[src/rtl/cpu_ctrl_seq_if.sv]
// Sequencer bus: program-counter feedback, fetched instruction and datapath
// flags in; phase-aligned strobes, PC load and control state out.
interface cpu_ctrl_seq_if;
  logic [1:0] upc;
  logic [7:0] pc;
  logic [7:0] instr;
  logic       acc_zero;
  logic       irq;
  logic       pc_load;
  logic [7:0] pc_addr;
  logic [7:0] ir;
  logic [4:0] mem_addr;
  logic       mem_rd;
  logic       mem_wr;
  logic       acc_load;
  logic [1:0] alu_op;
  logic       halted;
  logic       irq_ack;
  logic       ie;

  // Environment side: program counter, program memory, datapath
  modport master (
    output upc, pc, instr, acc_zero, irq,
    input  pc_load, pc_addr, ir, mem_addr, mem_rd, mem_wr, acc_load,
           alu_op, halted, irq_ack, ie
  );

  // Sequencer side
  modport slave (
    input  upc, pc, instr, acc_zero, irq,
    output pc_load, pc_addr, ir, mem_addr, mem_rd, mem_wr, acc_load,
           alu_op, halted, irq_ack, ie
  );
endinterface

[src/rtl/cpu_ctrl_seq.sv]
// Instruction sequencer: follows the 4-phase micro-cycle from the PC,
// latches the instruction and issues registered, phase-aligned strobes.
// Owns every non-sequential PC change (jump, halt hold, irq entry, return).
module cpu_ctrl_seq #(
  parameter logic [7:0] VECTOR = 8'hF0
) (
  input logic          clk,
  input logic          rst,
  cpu_ctrl_seq_if.slave bus
);

  typedef enum logic [2:0] {
    OP_NOP = 3'd0,
    OP_LDA = 3'd1,
    OP_STA = 3'd2,
    OP_ADD = 3'd3,
    OP_SUB = 3'd4,
    OP_JMP = 3'd5,
    OP_JZ  = 3'd6,
    OP_SYS = 3'd7
  } opcode_e;

  localparam logic [4:0] SYS_HLT = 5'd0;
  localparam logic [4:0] SYS_RET = 5'd1;
  localparam logic [4:0] SYS_EI  = 5'd2;
  localparam logic [4:0] SYS_DI  = 5'd3;

  logic [7:0] ir_q, epc_q, pc_addr_q;
  logic       ie_q, pc_load_q, mem_rd_q, mem_wr_q, acc_load_q;
  logic       halted_q, irq_ack_q;
  logic [1:0] alu_op_q;

  opcode_e    op, fop;
  logic [4:0] opr;
  logic [7:0] tgt, seq_pc, cont;
  logic       ld_n, take;
  logic [7:0] addr_n;

  assign op  = opcode_e'(ir_q[7:5]);
  assign opr = ir_q[4:0];
  assign fop = opcode_e'(bus.instr[7:5]);

  // Phase-3 flow decision from the latched instruction; cont is where the
  // program would carry on, saved as the return address on irq entry.
  always_comb begin
    tgt    = {bus.pc[7:5], opr};
    seq_pc = bus.pc + 8'd1;
    ld_n   = 1'b0;
    addr_n = 8'h00;
    cont   = seq_pc;
    take   = bus.irq & ie_q;
    case (op)
      OP_JMP: begin
        ld_n   = 1'b1;
        addr_n = tgt;
        cont   = tgt;
      end
      OP_JZ: begin
        if (bus.acc_zero) begin
          ld_n   = 1'b1;
          addr_n = tgt;
          cont   = tgt;
        end
      end
      OP_SYS: begin
        if (opr == SYS_HLT) begin
          ld_n   = 1'b1;
          addr_n = bus.pc;
        end else if (opr == SYS_RET) begin
          ld_n   = 1'b1;
          addr_n = epc_q;
          cont   = epc_q;
        end
      end
      default: ;
    endcase
  end

  // Strobes are set on the edge before their phase and cleared otherwise,
  // so each is high for exactly one cycle of the micro-cycle.
  always_ff @(posedge clk) begin
    if (rst) begin
      ir_q       <= 8'h00;
      epc_q      <= 8'h00;
      ie_q       <= 1'b0;
      halted_q   <= 1'b0;
      mem_rd_q   <= 1'b0;
      mem_wr_q   <= 1'b0;
      acc_load_q <= 1'b0;
      alu_op_q   <= 2'd0;
      pc_load_q  <= 1'b0;
      pc_addr_q  <= 8'h00;
      irq_ack_q  <= 1'b0;
    end else begin
      mem_rd_q   <= 1'b0;
      mem_wr_q   <= 1'b0;
      acc_load_q <= 1'b0;
      alu_op_q   <= 2'd0;
      pc_load_q  <= 1'b0;
      pc_addr_q  <= 8'h00;
      irq_ack_q  <= 1'b0;
      case (bus.upc)
        2'd0: begin
          ir_q     <= bus.instr;
          halted_q <= (bus.instr == {OP_SYS, SYS_HLT});
          mem_rd_q <= (fop == OP_LDA) || (fop == OP_ADD) || (fop == OP_SUB);
        end
        2'd1: begin
          case (op)
            OP_LDA: begin acc_load_q <= 1'b1; alu_op_q <= 2'd0; end
            OP_ADD: begin acc_load_q <= 1'b1; alu_op_q <= 2'd1; end
            OP_SUB: begin acc_load_q <= 1'b1; alu_op_q <= 2'd2; end
            OP_STA: mem_wr_q <= 1'b1;
            default: ;
          endcase
        end
        2'd2: begin
          if (take) begin
            pc_load_q <= 1'b1;
            pc_addr_q <= VECTOR;
            irq_ack_q <= 1'b1;
            epc_q     <= cont;
          end else begin
            pc_load_q <= ld_n;
            pc_addr_q <= addr_n;
          end
        end
        2'd3: begin
          // irq entry wins over any enable change the instruction asked for
          if (irq_ack_q) begin
            ie_q <= 1'b0;
          end else if (op == OP_SYS) begin
            if (opr == SYS_RET || opr == SYS_EI) ie_q <= 1'b1;
            else if (opr == SYS_DI)              ie_q <= 1'b0;
          end
        end
        default: ;
      endcase
    end
  end

  assign bus.ir       = ir_q;
  assign bus.mem_addr = ir_q[4:0];
  assign bus.mem_rd   = mem_rd_q;
  assign bus.mem_wr   = mem_wr_q;
  assign bus.acc_load = acc_load_q;
  assign bus.alu_op   = alu_op_q;
  assign bus.pc_load  = pc_load_q;
  assign bus.pc_addr  = pc_addr_q;
  assign bus.halted   = halted_q;
  assign bus.irq_ack  = irq_ack_q;
  assign bus.ie       = ie_q;

endmodule

[src/flat_wrapper.sv]
// flat-port wrapper written by rule: the top's interface ports become plain ports
module cpu_ctrl_seq_flat 
#(
  parameter logic [7:0] VECTOR = 8'hF0
)
  (clk, rst, bus_upc, bus_pc, bus_instr, bus_acc_zero, bus_irq, bus_pc_load, bus_pc_addr, bus_ir, bus_mem_addr, bus_mem_rd, bus_mem_wr, bus_acc_load, bus_alu_op, bus_halted, bus_irq_ack, bus_ie);
  cpu_ctrl_seq_if bus_i ();
  input logic clk;
  input logic rst;
  input wire logic [$bits(bus_i.upc)-1:0] bus_upc;
  input wire logic [$bits(bus_i.pc)-1:0] bus_pc;
  input wire logic [$bits(bus_i.instr)-1:0] bus_instr;
  input wire logic [$bits(bus_i.acc_zero)-1:0] bus_acc_zero;
  input wire logic [$bits(bus_i.irq)-1:0] bus_irq;
  output wire logic [$bits(bus_i.pc_load)-1:0] bus_pc_load;
  output wire logic [$bits(bus_i.pc_addr)-1:0] bus_pc_addr;
  output wire logic [$bits(bus_i.ir)-1:0] bus_ir;
  output wire logic [$bits(bus_i.mem_addr)-1:0] bus_mem_addr;
  output wire logic [$bits(bus_i.mem_rd)-1:0] bus_mem_rd;
  output wire logic [$bits(bus_i.mem_wr)-1:0] bus_mem_wr;
  output wire logic [$bits(bus_i.acc_load)-1:0] bus_acc_load;
  output wire logic [$bits(bus_i.alu_op)-1:0] bus_alu_op;
  output wire logic [$bits(bus_i.halted)-1:0] bus_halted;
  output wire logic [$bits(bus_i.irq_ack)-1:0] bus_irq_ack;
  output wire logic [$bits(bus_i.ie)-1:0] bus_ie;
  assign bus_i.upc = bus_upc;
  assign bus_i.pc = bus_pc;
  assign bus_i.instr = bus_instr;
  assign bus_i.acc_zero = bus_acc_zero;
  assign bus_i.irq = bus_irq;
  assign bus_pc_load = bus_i.pc_load;
  assign bus_pc_addr = bus_i.pc_addr;
  assign bus_ir = bus_i.ir;
  assign bus_mem_addr = bus_i.mem_addr;
  assign bus_mem_rd = bus_i.mem_rd;
  assign bus_mem_wr = bus_i.mem_wr;
  assign bus_acc_load = bus_i.acc_load;
  assign bus_alu_op = bus_i.alu_op;
  assign bus_halted = bus_i.halted;
  assign bus_irq_ack = bus_i.irq_ack;
  assign bus_ie = bus_i.ie;
  cpu_ctrl_seq #(.VECTOR(VECTOR)) u_core (.clk(clk), .rst(rst), .bus(bus_i));
endmodule
[config.mk]
export PLATFORM = sky130hd
export DESIGN_NAME = cpu_ctrl_seq_flat
export DESIGN_NICKNAME = d
export VERILOG_FILES = /design/src/rtl/cpu_ctrl_seq_if.sv /design/src/rtl/cpu_ctrl_seq.sv /design/src/flat_wrapper.sv
export SDC_FILE = /design/constraint.sdc
export NUM_CORES = 1
export LEC_CHECK = 0
export ABC_AREA = 1
export CAP_MARGIN = 20
export CORE_MARGIN = 1.5
export CORE_UTILIZATION = 40
export CTS_BUF_LIST = sky130_fd_sc_hd__clkbuf_8
export CTS_CLUSTER_SIZE = 14
export DETAILED_ROUTE_END_ITERATION = 8
export GPL_TIMING_DRIVEN = 0
export HOLD_SLACK_MARGIN = 0.1
export PLACE_DENSITY = 0.82
export SLEW_MARGIN = 20
export SYNTH_ARGS = -nofsm -noshare
export SYNTH_HDL_FRONTEND = slang
export SYNTH_SLANG_ARGS = --single-unit
[constraint.sdc]
create_clock -name clk -period 2.7 [get_ports clk]
set_clock_uncertainty 0.05 [all_clocks]
set_input_delay 0.54 -clock clk [delete_from_list [all_inputs] [get_ports clk]]
set_output_delay 0.54 -clock clk [all_outputs]
set_load 0.01 [all_outputs]
# Yosys cells after proc, flatten, opt, wreduce, memory -nomap -nowiden
# Cells that the tools add are included.
totals:
  inputBits: 22
  out_inout_bits: 30
  regBits: 33
op_classes:
  mux: 22
  add_sub_neg: 1
  n_bitwise: 4
  reduce_logical: 14
  eq_ne: 18
op_table:
  columns: ["operator", "count"]
  rows:
  - ["8-bit 2-to-1 mux", 7]
  - ["8-bit case mux with 3 select lines", 2]
  - ["3-bit == test (second input constant)", 5]
  - ["1-bit 2-to-1 mux", 11]
  - ["5-bit by 2-bit == test with 1-bit output (second input constant)", 2]
  - ["3-bit by 2-bit == test with 1-bit output (second input constant)", 3]
  - ["8-bit by 1-bit adder with 8-bit output (second input constant)", 1]
  - ["8-bit == test (second input constant)", 1]
  - ["3-bit by 1-bit == test with 1-bit output (second input constant)", 2]
  - ["3-bit AND reduction", 2]
  - ["2-bit OR reduction", 3]
  - ["3-bit OR reduction", 2]
  - ["5-bit by 1-bit == test with 1-bit output (second input constant)", 1]
  - ["5-bit zero test", 1]
  - ["2-bit == test (second input constant)", 2]
  - ["2-bit case mux with 2 select lines", 1]
  - ["1-bit logical OR", 3]
  - ["3-bit by 2-bit inequality test with 1-bit output (second input constant)", 1]
  - ["1-bit NOT", 3]
  - ["1-bit case mux with 3 select lines", 1]
  - ["3-bit nonzero test", 1]
  - ["2-bit by 1-bit == test with 1-bit output (second input constant)", 1]
  - ["2-bit zero test", 1]
  - ["2-bit nonzero test", 1]
  - ["1-bit AND", 1]

# Longest topological paths before layout
depth:
  ltp_word: 5
  ltp_mapped: 9
  depth_no_buf: 9

# Worst setup path before layout
# Ideal clock, no wire load.
synth_path:
  path_kind: "input -> register"
  from: "input port bus_upc[1]"
  to: "register u_core.epc_q[7]"
  setup_slack_ps: 1249
  stages: 9
  setup_time_ps: 111
  arrival_ps: 1290
  n_path_buf: 0
  cell_sequence: "inv_1 nor2_1 inv_1 nor2_1 inv_1 nor2_2 nand2_1 nor2_1 nor2_1"
synth_via:
  elab_chain_cells: 2
synth_rtl:
  columns: ["element", "line_no", "rtl"]
  rows:
  - ["from (decl)", "flat_wrapper.sv:10", "input wire logic [$bits(bus_i.upc)-1:0] bus_upc;"]
  - ["2-bit == test", "cpu_ctrl_seq.sv:102", "case (bus.upc)"]
  - ["3-bit AND reduction (no source line)", null, null]
  - ["to (signal assigned)", "cpu_ctrl_seq.sv:122", "epc_q <= cont;"]
  - ["to (decl)", "cpu_ctrl_seq.sv:28", "logic [7:0] ir_q, epc_q, pc_addr_q;"]
# Every way passes these cells.
# A chain may end at the register's enable or synchronous reset.

# Final worst setup path
layout_path:
  from: "register u_core.ir_q[1] (netlist: u_core.bus.ir[1])"
  to: "output port bus_mem_addr[1]"
layout_rtl:
  columns: ["element", "line_no", "rtl"]
  rows:
  - ["from (decl)", "cpu_ctrl_seq.sv:28", null]
  - ["from (signal assigned)", "cpu_ctrl_seq.sv:104", "ir_q <= bus.instr;"]
  - ["to (decl)", "flat_wrapper.sv:18", "output wire logic [$bits(bus_i.mem_addr)-1:0] bus_mem_addr;"]
# No word-level cell between the ends.

==> flow_summary.json <==
{
  "grt_pass1_vias": 1638,
  "fin_cells": 375,
  "antennaDiodeCount": 0,
  "post_synth_inst_count": 268,
  "seqPwrFrac": 0.485,
  "fin_util": 0.582,
  "htreeDepth": 2,
  "initial_core_util": 0.423,
  "relSlewSlack": 0.682,
  "placed_cells": 368,
  "grt_max_degree": 11,
  "end_kind": "primary output",
  "fmax_mhz": 490,
  "final_antenna_net_count": 0,
  "ios": 52,
  "dieArea_um2": 4720,
  "dp_hpwl_um": 3330,
  "crit-reg2reg-launch": "u_core.bus.ir[2]",
  "syn_to_final_growth_pct": 37.6,
  "cts_num_sinks": 33,
  "finalHoldViolations": 0,
  "yosysUniqueCellTypes": 26,
  "drv_cap": 0,
  "cp-start-kind": "register",
  "cts_buffers": 5,
  "synthesis.area_um2": 1730,
  "p_sw_frac": 0.261,
  "power.density_nw_per_um2": 443,
  "status": "finished clean",
  "rsz0062_at_grt": "false",
  "required_ns": 2.11,
  "placementRows": 23,
  "cts_buffer_depth": 2,
  "slew_violations": 0,
  "hold-worst-slack_ns": 0.418,
  "n_fill_cell": 384,
  "core_area_um2": 4090,
  "pwr-share-comb": 0.167,
  "place.gp.congestion": 0.902,
  "clkSlewWorstSetupHoldPaths_ns": 0.07,
  "arrival_ns": 1.45,
  "grt_pass1_wl_um": 7330,
  "wirelength_um": 4330,
  "syn-mean-instance-area_um2": 6.45,
  "die_w_um": 68.7,
  "wl_per_cell_um": 11.5,
  "drtIter0Drc": 100,
  "antenna_found_initial": 0,
  "cts_resized": 0,
  "finalSetupViolCount": 0,
  "switchingPower_uw": 275,
  "cts_root_buf": "clkbuf_8",
  "hold_start": "u_core.bus.halted",
  "syn_nets": 291,
  "vias": 1825,
  "crit_start": "u_core.bus.ir[1]",
  "firstDrtPassIters": 4,
  "clkPwrFrac": 0.348,
  "final_net_count": 348,
  "yosys_warnings": 0,
  "p_int_uw": 778,
  "track_usage": 0.211,
  "min_path_type": "register to register",
  "finalCritPeriodShare": 0.757,
  "yosysSeqAreaShare": 0.382,
  "fp.dieH_um": 68.7,
  "ys_seq_elements": 33,
  "p_leak_nw": 1.08,
  "portBuffers": 50,
  "cts_tree": "yes",
  "finalCriticalPeriod_ns": 2.04,
  "cts_setup_buffers": 0,
  "drcViolationCount": 0,
  "layout_common_cells": "75 x nand2_1, 50 x clkdlybuf4s50_1, 42 x nor2_1",
  "tightest_slew_ns": 0.474,
  "drive_gt1_frac": 0.0800,
  "postCtsHoldBufs": 0,
  "final_common_cell": "nand2_1",
  "via_per_inst": 4.87,
  "cp_max_fo": 7,
  "crit_type": "register to primary output",
  "final.setup.tns_ns": 0,
  "ir_drop_mv": 0.225,
  "clock_latency_ns": 0.29,
  "overflow": 0
}
## final cells by class
class	count	area, µm²	share of cell area
multi-input combinational	190	866	0.364
tap	50	62.6	0.0263
timing repair buffer	50	500	0.211
inverter	35	131	0.0553
buffer	10	70.1	0.0295
sequential	33	661	0.278
clock inverter	1	3.75	0.00158
clock buffer	6	82.6	0.0347
## per-layer routing
layer,vias to the layer above,routed length (µm),GRT usage
met1,825,1990,0.263
met4,0,61,0.0760
met5,-,0,0
li1,951,-,-
met2,43,2080,0.353
met3,6,197,0.0487
## metrics by stage
stage | power, mW | setup WS [ns] | instance area (µm²)
2_1_floorplan | 0.609 | 1.25 | 1730
3_3_place_gp | 0.693 | 0.517 | 2290
3_5_place_dp | 0.695 | 0.523 | 2290
4_1_cts | 1.06 | 0.653 | 2380
5_1_grt | 1.10 | 0.619 | 2380
6_report | 1.05 | 0.657 | 2380
## path summary, 6_finish.rpt
kind	endpoint	slack [ns]	depth (start not counted)
max	bus_mem_addr[1]	0.66	2
min	u_core.bus.halted	0.42	2
max reg2reg	u_core.epc_q[6]	1.19	8
min reg2reg	u_core.bus.halted	0.42	2
## power groups by stage
| stage | combinational [mW] | sequential (mW) | clock, mW |
|---|---|---|---|
| finish | 0.176 | 0.510 | 0.367 |
| global route | 0.195 | 0.511 | 0.398 |
| floorplan | 0.0867 | 0.522 | 0 |
| CTS | 0.176 | 0.510 | 0.372 |
| global placement | 0.172 | 0.520 | 0 |
| detailed placement | 0.174 | 0.520 | 0 |
## worst max-delay path, stage by stage, from the launching register on
cell	delay [ns]
dfxtp_1	0.46
buf_4	0.16
clkdlybuf4s50_1	0.54
## cell families after synthesis
logic type	Yosys count	share of synthesized area
DFF	33	0.382
adders and majority gates	1	0.00724
buffers and inverters	45	0.117
AOI/OAI and AO/OA	32	0.0963
and+or+nand+nor	156	0.392
xor gates and xnor gates	1	0.00507
## registers in the layout (all words and copies together) (netlist names)
| register | count |
|---|---|
| u_core.bus.irq_ack | 1 |
| u_core.bus.alu_op | 2 |
| u_core.bus.acc_load | 1 |
| u_core.bus.halted | 1 |
| u_core.bus.mem_wr | 1 |
| u_core.bus.pc_load | 1 |
| u_core.epc_q | 8 |
| u_core.bus.pc_addr | 8 |
| u_core.bus.ie | 1 |
| u_core.bus.mem_rd | 1 |
| u_core.bus.ir | 8 |
## Yosys cell counts
library cell / n / area (µm²)
xor2_1: 1 / 8.76
o21ai_0: 14 / 70.1
nand3_1: 19 / 95.1
clkbuf_1: 1 / 3.75
ha_1: 1 / 12.5
or2_0: 1 / 6.26
inv_2: 1 / 3.75
a31oi_1: 1 / 6.26
nor2_4: 2 / 22.5
buf_2: 2 / 10.0
buf_6: 1 / 11.3
nand3_4: 1 / 17.5
nand4_1: 2 / 12.5
nor2_1: 42 / 158
a21oi_1: 15 / 75.1
nand3_2: 1 / 10.0
nor4_1: 2 / 12.5
buf_4: 6 / 45.0
dfxtp_1: 33 / 661
nor2_2: 3 / 18.8
nor3_1: 5 / 25.0
inv_1: 34 / 128
nand2_2: 3 / 18.8
o21bai_1: 1 / 7.51
nand2_1: 75 / 282
a21boi_0: 1 / 7.51
Power figures use the tool's default switching activity.
